===== config.mk =====
export PLATFORM = sky130hd
export DESIGN_NAME = hni_txrsp
export DESIGN_NICKNAME = d
export VERILOG_FILES = /design/src/rtl/hni_txrsp_pkg.sv /design/src/rtl/hni_txrsp_fifo.sv /design/src/rtl/hni_txrsp.sv
export SDC_FILE = /design/constraint.sdc
export NUM_CORES = 1
export LEC_CHECK = 0
export ABC_CLOCK_PERIOD_IN_PS = 5200
export CORE_MARGIN = 10
export CORE_UTILIZATION = 65
export DETAILED_ROUTE_END_ITERATION = 16
export DONT_BUFFER_PORTS = 1
export PLACE_DENSITY = 0.88
export SYNTH_ARGS = -nofsm -noshare
export SYNTH_HDL_FRONTEND = slang
export SYNTH_HIERARCHICAL = 1
export SYNTH_SLANG_ARGS = --single-unit
export TNS_END_PERCENT = 5

===== constraint.sdc =====
create_clock -name clk -period 5.2 [get_ports clk]
set_clock_uncertainty 0.15 [all_clocks]
set_input_delay 1.04 -clock clk [delete_from_list [all_inputs] [get_ports clk]]
set_output_delay 1.04 -clock clk [all_outputs]
set_load 0.005 [all_outputs]

===== src/rtl/hni_txrsp_pkg.sv =====
// ---------------------------------------------------------------------------
// hni_txrsp_pkg : shared constants, flit layout and FSM states for HN-I TXRSP
// Revision 1.0
// ---------------------------------------------------------------------------
`default_nettype none

package hni_txrsp_pkg;

  localparam int CHIE_RSP_FLIT_WIDTH   = 65;
  localparam int CHIE_RSP_OPCODE_LSB   = 38;
  localparam int CHIE_RSP_OPCODE_WIDTH = 5;

  localparam logic [CHIE_RSP_OPCODE_WIDTH-1:0] RSP_LCRD_RETURN = 5'h00;
  localparam int HNI_LL_CRD_INCDEC_ONE = 1;

  typedef enum logic [1:0] {
    ST_RUN    = 2'b00,
    ST_DRAIN  = 2'b01,
    ST_RETURN = 2'b10,
    ST_STOP   = 2'b11
  } txrsp_state_e;

  // Credit-return flit: every field zero except the opcode.
  function automatic logic [CHIE_RSP_FLIT_WIDTH-1:0] lcrd_return_flit();
    logic [CHIE_RSP_FLIT_WIDTH-1:0] f;
    f = '0;
    f[CHIE_RSP_OPCODE_LSB +: CHIE_RSP_OPCODE_WIDTH] = RSP_LCRD_RETURN;
    return f;
  endfunction

endpackage

`default_nettype wire


===== src/rtl/hni_txrsp_fifo.sv =====
// ---------------------------------------------------------------------------
// hni_txrsp_fifo : synchronous FIFO with occupancy count, head-of-queue output
// Revision 1.0
// ---------------------------------------------------------------------------
`default_nettype none

module hni_txrsp_fifo #(
  parameter int DEPTH = 4,
  parameter int WIDTH = 8
) (
  input  logic                       clk,
  input  logic                       rst_n,
  input  logic                       push,
  input  logic [WIDTH-1:0]           push_data,
  input  logic                       pop,
  output logic [WIDTH-1:0]           head,
  output logic [$clog2(DEPTH):0]     count,
  output logic                       full,
  output logic                       empty
);

  localparam int                 C_PTR_W   = $clog2(DEPTH);
  localparam logic [C_PTR_W:0]   C_DEPTH   = (C_PTR_W+1)'(DEPTH);
  localparam logic [C_PTR_W:0]   C_CNT_ONE = (C_PTR_W+1)'(1);
  localparam logic [C_PTR_W-1:0] C_PTR_ONE = C_PTR_W'(1);

  logic [WIDTH-1:0]   r_mem [DEPTH];
  logic [C_PTR_W-1:0] r_wr_ptr;
  logic [C_PTR_W-1:0] r_rd_ptr;
  logic [C_PTR_W:0]   r_count;
  logic               w_do_push;
  logic               w_do_pop;

  assign full      = (r_count == C_DEPTH);
  assign empty     = (r_count == '0);
  assign count     = r_count;
  assign head      = r_mem[r_rd_ptr];
  assign w_do_push = push & ~full;
  assign w_do_pop  = pop & ~empty;

  // Storage carries no reset; occupancy and pointers alone define validity.
  always_ff @(posedge clk) begin
    if (w_do_push) r_mem[r_wr_ptr] <= push_data;
  end

  always_ff @(posedge clk or negedge rst_n) begin
    if (!rst_n) begin
      r_wr_ptr <= '0;
      r_rd_ptr <= '0;
      r_count  <= '0;
    end else begin
      if (w_do_push) r_wr_ptr <= r_wr_ptr + C_PTR_ONE;
      if (w_do_pop)  r_rd_ptr <= r_rd_ptr + C_PTR_ONE;
      if (w_do_push && !w_do_pop)      r_count <= r_count + C_CNT_ONE;
      else if (w_do_pop && !w_do_push) r_count <= r_count - C_CNT_ONE;
    end
  end

endmodule

`default_nettype wire


===== src/rtl/hni_txrsp.sv =====
// ---------------------------------------------------------------------------
// hni_txrsp : CHI-E TX response link layer of the HN-I (queue, credits, FSM)
// Revision 1.0
// ---------------------------------------------------------------------------
`default_nettype none

module hni_txrsp
  import hni_txrsp_pkg::*;
#(
  parameter int TXRSP_FIFO_DEPTH         = 4,
  parameter int XP_LCRD_NUM_PARAM        = 15,
  parameter int HNI_LL_RSP_CRD_CNT_WIDTH = 4
) (
  input  logic                           clk,
  input  logic                           rst_n,
  input  logic                           txrsp_lcrdv,
  input  logic                           txlink_active,
  input  logic                           txrsp_req_valid_s0,
  input  logic [CHIE_RSP_FLIT_WIDTH-1:0] txrsp_req_flit_s0,
  output logic                           txrsp_req_ready,
  output logic                           txrspflitv,
  output logic [CHIE_RSP_FLIT_WIDTH-1:0] txrspflit,
  output logic                           txrspflitpend,
  output logic                           txrsp_crd_returned,
  output logic                           txrsp_crd_ovf_err
);

  localparam int C_CW    = HNI_LL_RSP_CRD_CNT_WIDTH;
  localparam int C_CNT_W = $clog2(TXRSP_FIFO_DEPTH) + 1;
  localparam logic [C_CW-1:0]    C_CRD_MAX  = C_CW'(XP_LCRD_NUM_PARAM);
  localparam logic [C_CW-1:0]    C_CRD_ONE  = C_CW'(HNI_LL_CRD_INCDEC_ONE);
  localparam logic [C_CNT_W-1:0] C_FIFO_ONE = C_CNT_W'(1);

  txrsp_state_e                 r_state;
  txrsp_state_e                 w_state_nxt;
  logic [C_CW-1:0]              r_crd;
  logic                         r_flitv;
  logic [CHIE_RSP_FLIT_WIDTH-1:0] r_flit;
  logic                         r_flitpend;
  logic                         r_ovf;

  logic                         w_push;
  logic                         w_pop;
  logic                         w_send;
  logic                         w_src_lcrd;
  logic                         w_crd_avail;
  logic                         w_fifo_nonempty_nxt;
  logic [CHIE_RSP_FLIT_WIDTH-1:0] w_fifo_head;
  logic [C_CNT_W-1:0]           w_fifo_cnt;
  logic                         w_fifo_full;
  logic                         w_fifo_empty;

  hni_txrsp_fifo #(
    .DEPTH (TXRSP_FIFO_DEPTH),
    .WIDTH (CHIE_RSP_FLIT_WIDTH)
  ) u_fifo (
    .clk       (clk),
    .rst_n     (rst_n),
    .push      (w_push),
    .push_data (txrsp_req_flit_s0),
    .pop       (w_pop),
    .head      (w_fifo_head),
    .count     (w_fifo_cnt),
    .full      (w_fifo_full),
    .empty     (w_fifo_empty)
  );

  // Ready depends only on registered state, so a same-cycle pop never frees a slot.
  assign txrsp_req_ready    = ~w_fifo_full & (r_state == ST_RUN);
  assign w_push             = txrsp_req_valid_s0 & txrsp_req_ready;
  assign w_crd_avail        = (r_crd != '0);
  assign w_pop              = w_send & ~w_src_lcrd;
  assign w_fifo_nonempty_nxt = w_push | (w_fifo_cnt > C_FIFO_ONE) | (~w_fifo_empty & ~w_pop);

  always_comb begin
    w_send     = 1'b0;
    w_src_lcrd = 1'b0;
    case (r_state)
      ST_RUN, ST_DRAIN: w_send = w_crd_avail & ~w_fifo_empty;
      ST_RETURN: begin
        w_send     = w_crd_avail;
        w_src_lcrd = 1'b1;
      end
      default: ;
    endcase
  end

  always_comb begin
    w_state_nxt = r_state;
    case (r_state)
      ST_RUN:    if (!txlink_active) w_state_nxt = ST_DRAIN;
      ST_DRAIN:  if (w_fifo_empty) w_state_nxt = ST_RETURN;
      ST_RETURN: if (!w_crd_avail && !txrsp_lcrdv) w_state_nxt = ST_STOP;
      ST_STOP: begin
        if (txlink_active)    w_state_nxt = ST_RUN;
        else if (w_crd_avail) w_state_nxt = ST_RETURN;
      end
      default:   w_state_nxt = ST_RUN;
    endcase
  end

  always_ff @(posedge clk or negedge rst_n) begin
    if (!rst_n) begin
      r_state    <= ST_RUN;
      r_crd      <= '0;
      r_flitv    <= 1'b0;
      r_flit     <= '0;
      r_flitpend <= 1'b0;
      r_ovf      <= 1'b0;
    end else begin
      r_state    <= w_state_nxt;
      r_flitv    <= w_send;
      r_flit     <= w_send ? (w_src_lcrd ? lcrd_return_flit() : w_fifo_head) : '0;
      r_flitpend <= w_fifo_nonempty_nxt | (w_state_nxt == ST_RETURN);
      // A grant and a send in the same cycle cancel out.
      if (txrsp_lcrdv && !w_send) begin
        if (r_crd == C_CRD_MAX) r_ovf <= 1'b1;
        else                    r_crd <= r_crd + C_CRD_ONE;
      end else if (w_send && !txrsp_lcrdv) begin
        r_crd <= r_crd - C_CRD_ONE;
      end
    end
  end

  assign txrspflitv         = r_flitv;
  assign txrspflit          = r_flit;
  assign txrspflitpend      = r_flitpend;
  assign txrsp_crd_ovf_err  = r_ovf;
  assign txrsp_crd_returned = (r_state == ST_STOP) & ~w_crd_avail;

endmodule

`default_nettype wire


=== Yosys cells after proc, flatten, opt, wreduce, memory -nomap -nowiden ===
Memories as Yosys holds them, arrays and structs flattened.
Cells that the tools add are included.

* Reductions and logical operators: 18
* Multiplexer cells: 17
* Add/sub/neg operators: 6
* Bitwise gates (word level): 16
* Eq/ne operators: 7
* Order comparisons: 1

{| class="wikitable"
|+ Operator list
! cell !! count
|-
| 2-to-1 mux 65 bit || 2
|-
| 2-to-1 mux 4 bit || 3
|-
| 2-to-1 mux 2 bit || 5
|-
| AND 1 bit || 8
|-
| one-hot mux 2 bit (4 select lines) || 1
|-
| equality test 2 bit, second input constant || 3
|-
| 2-to-1 mux 3 bit || 2
|-
| logical AND 1 bit || 5
|-
| zero test 1 bit || 5
|-
| inverter 1 bit || 5
|-
| adder 2 x 1 -> 2 bit, second input constant || 2
|-
| adder 4 x 1 -> 4 bit, second input constant || 1
|-
| equality test 4 bit, second input constant || 1
|-
| AND reduction 2 bit || 2
|-
| nonzero test 2 bit || 2
|-
| nonzero test 4 bit || 1
|-
| subtractor 4 x 1 -> 4 bit, second input constant || 1
|-
| adder 3 x 1 -> 3 bit, second input constant || 1
|-
| equality test 3 bit, second input constant || 1
|-
| > comparator 3 x 1 -> 1 bit, second input constant || 1
|-
| zero test 3 bit || 1
|-
| 2-to-1 mux 1 bit || 3
|-
| bitwise OR 1 bit || 3
|-
| subtractor 3 x 1 -> 3 bit, second input constant || 1
|-
| 5 further kinds || 5
|}

* Output and inout port bits: 70
* Input port bits: 70
* Register bits: 81
* Bits in writable memories: 260
* Memories: 1

{| class="wikitable"
|+ Memories
! name !! words !! width !! rd ports !! clocked after Yosys merged registers in !! wr ports !! line !! source
|-
| u_fifo.r_mem || 4 || 65 || 1 || 0 || 1 || hni_txrsp_fifo.sv:27 || <nowiki>logic [WIDTH-1:0] r_mem [DEPTH];</nowiki>
|}

=== Logic depth before layout (Yosys ltp) ===
* Word-level depth: 9
* Gate-level depth with buffers: 11

=== Hierarchy ===
The synthesis kept the hierarchy.

{| class="wikitable"
|+ Modules (own cells, without submodules)
! module !! area an instance (sq um) !! sequential area each (sq um) !! cells each !! instances
|-
| hni_txrsp_fifo || 9,833.2 || 7,982.7 || 376 || 1
|-
| hni_txrsp || 2,597.5 || 1,851.8 || 183 || 1
|}

=== Worst setup path before layout ===
No wires, ideal clock.

* Path type: input-to-reg
* Start point: input txrsp_req_valid_s0
* End point: memory u_fifo/r_mem[0][0] (netlist bit) (enable)
* Setup slack: 1,646 ps
* Stages: 4
* Path buffers: 1
* Library setup time: 430 ps
* Data required time: 4,620 ps
* Data arrival time: 2,974 ps
* Cell sequence: and2_1 -> nor2b_1 -> buf_2 -> and2_1

* Word-level cells in the longest chain between the ends: 4

{| class="wikitable"
|+ Ends and longest elaborated chain
! item !! line !! source
|-
| start: declaration || hni_txrsp.sv:18 || <nowiki>input logic txrsp_req_valid_s0,</nowiki>
|-
| AND 1 bit || hni_txrsp.sv:70 || <nowiki>assign w_push = txrsp_req_valid_s0 & txrsp_req_ready;</nowiki>
|-
| AND 1 bit || hni_txrsp_fifo.sv:38 || <nowiki>assign w_do_push = push & ~full;</nowiki>
|-
| net u_fifo.w_do_push || hni_txrsp_fifo.sv:31 || <nowiki>logic w_do_push;</nowiki>
|-
| 2-to-1 mux 1 bit || hni_txrsp_fifo.sv:43 || <nowiki>if (w_do_push) r_mem[r_wr_ptr] <= push_data;</nowiki>
|-
| 2-to-1 mux 1 bit (not written as such) || hni_txrsp_fifo.sv:43 ||
|-
| end: declaration || hni_txrsp_fifo.sv:27 ||
|}

The timed path passes the listed nets, and every way through them passes these cells.

=== Worst setup path in the final report ===
* Start point: register u_fifo.r_count[2], in the netlist u_fifo/count[2]
* End point: memory u_fifo/r_mem[3][51] (netlist bit) (enable)

* Word-level cells in the longest chain between the ends: 7

{| class="wikitable"
|+ Ends and longest elaborated chain
! item !! line !! source
|-
| start: declaration || hni_txrsp_fifo.sv:30 || <nowiki>logic [C_PTR_W:0] r_count;</nowiki>
|-
| start signal: assignment || hni_txrsp_fifo.sv:54 || <nowiki>if (w_do_push && !w_do_pop) r_count <= r_count + C_CNT_ONE;</nowiki>
|-
| start signal: assignment || hni_txrsp_fifo.sv:55 || <nowiki>else if (w_do_pop && !w_do_push) r_count <= r_count - C_CNT_ONE;</nowiki>
|-
| equality test 3 bit || hni_txrsp_fifo.sv:34 || <nowiki>assign full = (r_count == C_DEPTH);</nowiki>
|-
| net w_fifo_full || hni_txrsp.sv:50 || <nowiki>logic w_fifo_full;</nowiki>
|-
| inverter 1 bit || hni_txrsp.sv:69 || <nowiki>assign txrsp_req_ready = ~w_fifo_full & (r_state == ST_RUN);</nowiki>
|-
| AND 1 bit || hni_txrsp.sv:69 ||
|-
| net txrsp_req_ready || hni_txrsp.sv:20 || <nowiki>output logic txrsp_req_ready,</nowiki>
|-
| AND 1 bit || hni_txrsp.sv:70 ||
|-
| net w_push || hni_txrsp.sv:42 || <nowiki>logic w_push;</nowiki>
|-
| AND 1 bit || hni_txrsp_fifo.sv:38 ||
|-
| 2-to-1 mux 1 bit || hni_txrsp_fifo.sv:43 ||
|-
| 2-to-1 mux 1 bit (not written as such) || hni_txrsp_fifo.sv:43 ||
|}

The timed path passes the listed nets, and every way through them passes these cells.

==> Flow_metrics.wiki <==
{| class="wikitable"
! Metric !! Value
|-
| Pin count of the biggest net entering global routing || roughly 80
|-
| Insertion delay of the later-clocked pin in the worst-skew pair || 510 ps
|-
| Kind of cell adding the most delay to the critical path || simple AND/OR/NAND/NOR gates
|-
| Synthesis-to-layout area growth || 10.31%
|-
| Slew Viols, Final || 0
|-
| IO Pins || 140
|-
| Share of synthesized registers carrying an async set or reset || 0.2375
|-
| Number of nets in the layout || approximately 650
|-
| Number of synthesized flops with an enable pin || between 200 and 300
|-
| DP Area || between 0.01 and 0.015 sq mm
|-
| Synthesized cell area || roughly 0.012 sq mm
|-
| Master of the slowest instance on the critical path || and2_4
|-
| Outcome || finished clean
|-
| Cells along the critical path || nor3b_2 > nor3_1 > and2_1 > nor2b_1 > and2_4
|-
| Crit path arrival time || ~3000 ps
|-
| GR Overflow Total || 0
|-
| Worst Hold Class || input pin to asynchronous set/reset pin
|-
| Final Setup Violations || 0
|-
| Area inside the core boundary || about 0.019 sq mm
|-
| Number of detailed-routing iterations run before antenna repair || 4
|-
| CP Capture Type || register
|-
| Number of global-route vias before repair || between 5000 and 6000
|-
| Total Neg Setup Slack || 0 ps
|-
| Global router's overall resource usage || 0.1822
|-
| Post-synthesis cell type count || 39
|-
| Buffers plus inverters on the worst setup path || 0
|-
| Wire length of the first global-routing pass || roughly 34000 microns
|-
| Routed wire length per instance || about 27 microns
|-
| Via count || just over 5000
|-
| Pleak || between 4 and 5 nW
|-
| RSZ-0062 raised after global routing || false
|-
| Antenna cells || 0
|-
| Number of max-cap violations || 0
|-
| Shortest period the worst path allows || between 3000 and 4000 ps
|-
| Final core area utilization || 0.7306
|-
| Part of the cycle the worst path needs || 0.5784
|-
| Mean instance size in the synthesized netlist || approximately 22 sq um
|-
| Maximum level of the CTS H-tree || 2
|-
| Final WL || ~22000 microns
|-
| Fillers || 1042
|-
| Number of hold-repair buffers added at the cts stage || 0
|-
| Achievable frequency || approximately 330 MHz
|-
| Final weighted congestion of routability-driven global placement || roughly 0.76
|-
| Worst endpoint required time || slightly above 5000 ps
|-
| Overall die width || 158.3 microns
|-
| Commonest non-fill, non-tap cell in the layout || edfxtp_1
|-
| Number of core rows || 50
|-
| Iteration-0 DRC count of the detailed router || 260
|-
| Die Y || approximately 160 microns
|-
| Leading cell types in the layout, fill and taps excluded || edfxtp_1, dfrtp_1, and2_1
|-
| Post-CTS sizing || 0
|-
| Residual DRC || 0
|-
| Share of layout cells above drive strength 1 || 0.2237
|-
| Number of buffers inserted during clock tree synthesis || 35
|-
| Post-route cell area || 0.01371 sq mm
|-
| Post-synthesis sequential element count || between 300 and 400
|-
| Clock root cell || clkbuf_16
|-
| Clock edge transition at the registers on the reported setup and hold paths || roughly 60 ps
|-
| Class of the most critical setup path || register to register
|-
| Die Area || between 0.02 and 0.03 sq mm
|-
| Largest incremental delay on the critical path || 860 ps
|-
| Syn Nets || ~640
|-
| Warnings from Yosys || 6
|-
| Post-synthesis instance total || about 560
|-
| Antenna violations before repair || 0
|-
| Clock Path Buffers || 3
|-
| Hold Violations, Final || 0
|-
| CTS tree || yes
|-
| Maximum fanout encountered on the critical timing path || 65
|-
| Peak supply drop || between 0.3 and 0.4 mV
|-
| Primary FF master, synth || edfxtp_1
|-
| Flip-flop and latch area || roughly 0.0098 sq mm
|-
| Postcts setup bufs || 0
|-
| Area of the multi-input gates || 0.002394 sq mm
|-
| Per-cell via count in the routed design || between 6 and 7
|-
| Headroom to the max-slew limit || 0.3089
|-
| Startpoint type of the worst setup path || register
|-
| Slew of the pin with the lowest slew margin || just over 1000 ps
|-
| Number of buffers inserted by port buffering || 0
|-
| Post-synthesis sequential area ratio || 0.7911
|-
| HPWL after DPL || 12580 microns
|-
| Initial core utilization || 0.6623
|-
| Clock Sinks || between 300 and 400
|-
| Number of routed nets with antenna violations || 0
|-
| Ratio of total power to cell area || 577.9 mW/mm^2
|}
[state kept, by name, indices dropped and copies added, names as in the netlist]
name / flops
u_fifo/r_mem: 260
txrspflit: 65
r_crd: 4
u_fifo/count: 3
r_state: 2
u_fifo/r_rd_ptr: 2
u_fifo/r_wr_ptr: 2
txrsp_crd_ovf_err: 1
txrspflitpend: 1
txrspflitv: 1
[final timing paths]
| check | end | cells past startpoint | slack [ps] | startpoint |
|---|---|---|---|---|
| min in group clk | u_fifo/count[2] | 1 | 370 | u_fifo/count[2] |
| hold / removal | r_crd[1] | 0 | 70 | rst_n |
| hold reg to reg | u_fifo/count[2] | 1 | 370 | u_fifo/count[2] |
| setup / recovery | u_fifo/r_mem[3][51] | 5 | 2190 | u_fifo/count[2] |
| max in group asynchronous | txrspflit[50] | 0 | 4710 | rst_n |
| setup reg to reg | u_fifo/r_mem[3][51] | 5 | 2190 | u_fifo/count[2] |
[power breakdown]
part / switching (mW) / internal [mW]
Combinational: 0.669 / 0.841
Clock: 0.948 / 1.52
Sequential: 0.469 / 3.48
Total: 2.09 / 5.84
[cell families (layout without fill, tap and decap cells)]
| group | count (synthesis) | after routing | synth area share |
|---|---|---|---|
| muxes | 73 | 73 | 0.1251 |
| xor gates and xnor gates | 9 | 9 | 0.006341 |
| adders and majority gates | 9 | 9 | 0.01027 |
| DFF | 341 | 341 | 0.7911 |
| AOI/OAI and AO/OA | 8 | 8 | 0.004429 |
| and+or+nand+nor | 88 | 88 | 0.04520 |
| buffers and inverters | 31 | 71 | 0.01751 |
[cell usage after synthesis (2+ instances only)]
| library cell | instances | area share |
|---|---|---|
| edfxtp_1 | 260 | 0.63 |
| dfrtp_1 | 81 | 0.16 |
| and2_1 | 70 | 0.035 |
| mux4_2 | 65 | 0.12 |
| clkbuf_1 | 8 | 0.0024 |
| ha_1 | 7 | 0.0070 |
| buf_2 | 6 | 0.0024 |
| inv_1 | 6 | 0.0018 |
| xor2_1 | 5 | 0.0035 |
| buf_12 | 4 | 0.0064 |
| mux2_2 | 4 | 0.0036 |
| xnor2_1 | 4 | 0.0028 |
| buf_4 | 3 | 0.0018 |
| nor3_1 | 3 | 0.0012 |
| a21oi_1 | 2 | 0.00081 |
| buf_6 | 2 | 0.0018 |
| clkbuf_2 | 2 | 0.00081 |
| fa_1 | 2 | 0.0032 |
| mux2i_1 | 2 | 0.0016 |
| nand2_1 | 2 | 0.00060 |
| nand3_1 | 2 | 0.00081 |
| nor2_1 | 2 | 0.00060 |
[stage by stage]
stage / worst slack, ps / instances / power (mW) / hold slack [ps]
after CTS: 2184 / 833 / 8.036 / 60.38
after global placement: 2171 / 770 / 5.426 / 332.0
after global routing: 1979 / 833 / 8.304 / 59.59
after detailed placement: 2094 / 770 / 5.519 / 360.8
final: 2192 / 833 / 7.924 / 72.86
after floorplan: 1646 / 559 / 5.178 / 317.5
[routing by layer]
metal | part of all wire | vias up | global-route usage
li1 | - | 2211 | -
met1 | 0.37 | 2760 | 0.2101
met2 | 0.52 | 168 | 0.3119
met3 | 0.090 | 41 | 0.07070
met4 | 0.020 | 0 | 0.05117
met5 | 0 | - | 0
[worst reg2reg max path, cell delays in order (launching register included)]
cell and delay [ps]:
dfrtp_1 410, nor3b_2 180, nor3_1 260, and2_1 190, nor2b_1 450, and2_4 860
[area by class of cell]
cell class,count,area share
inverters,6,0.001642
clock buffers,51,0.07209
multi-input cells,187,0.1746
well taps,234,0.02135
repair buffers,2,0.001095
flip-flops and latches,341,0.7178
clock inverters,12,0.01150
Power figures use the tool's default switching activity.
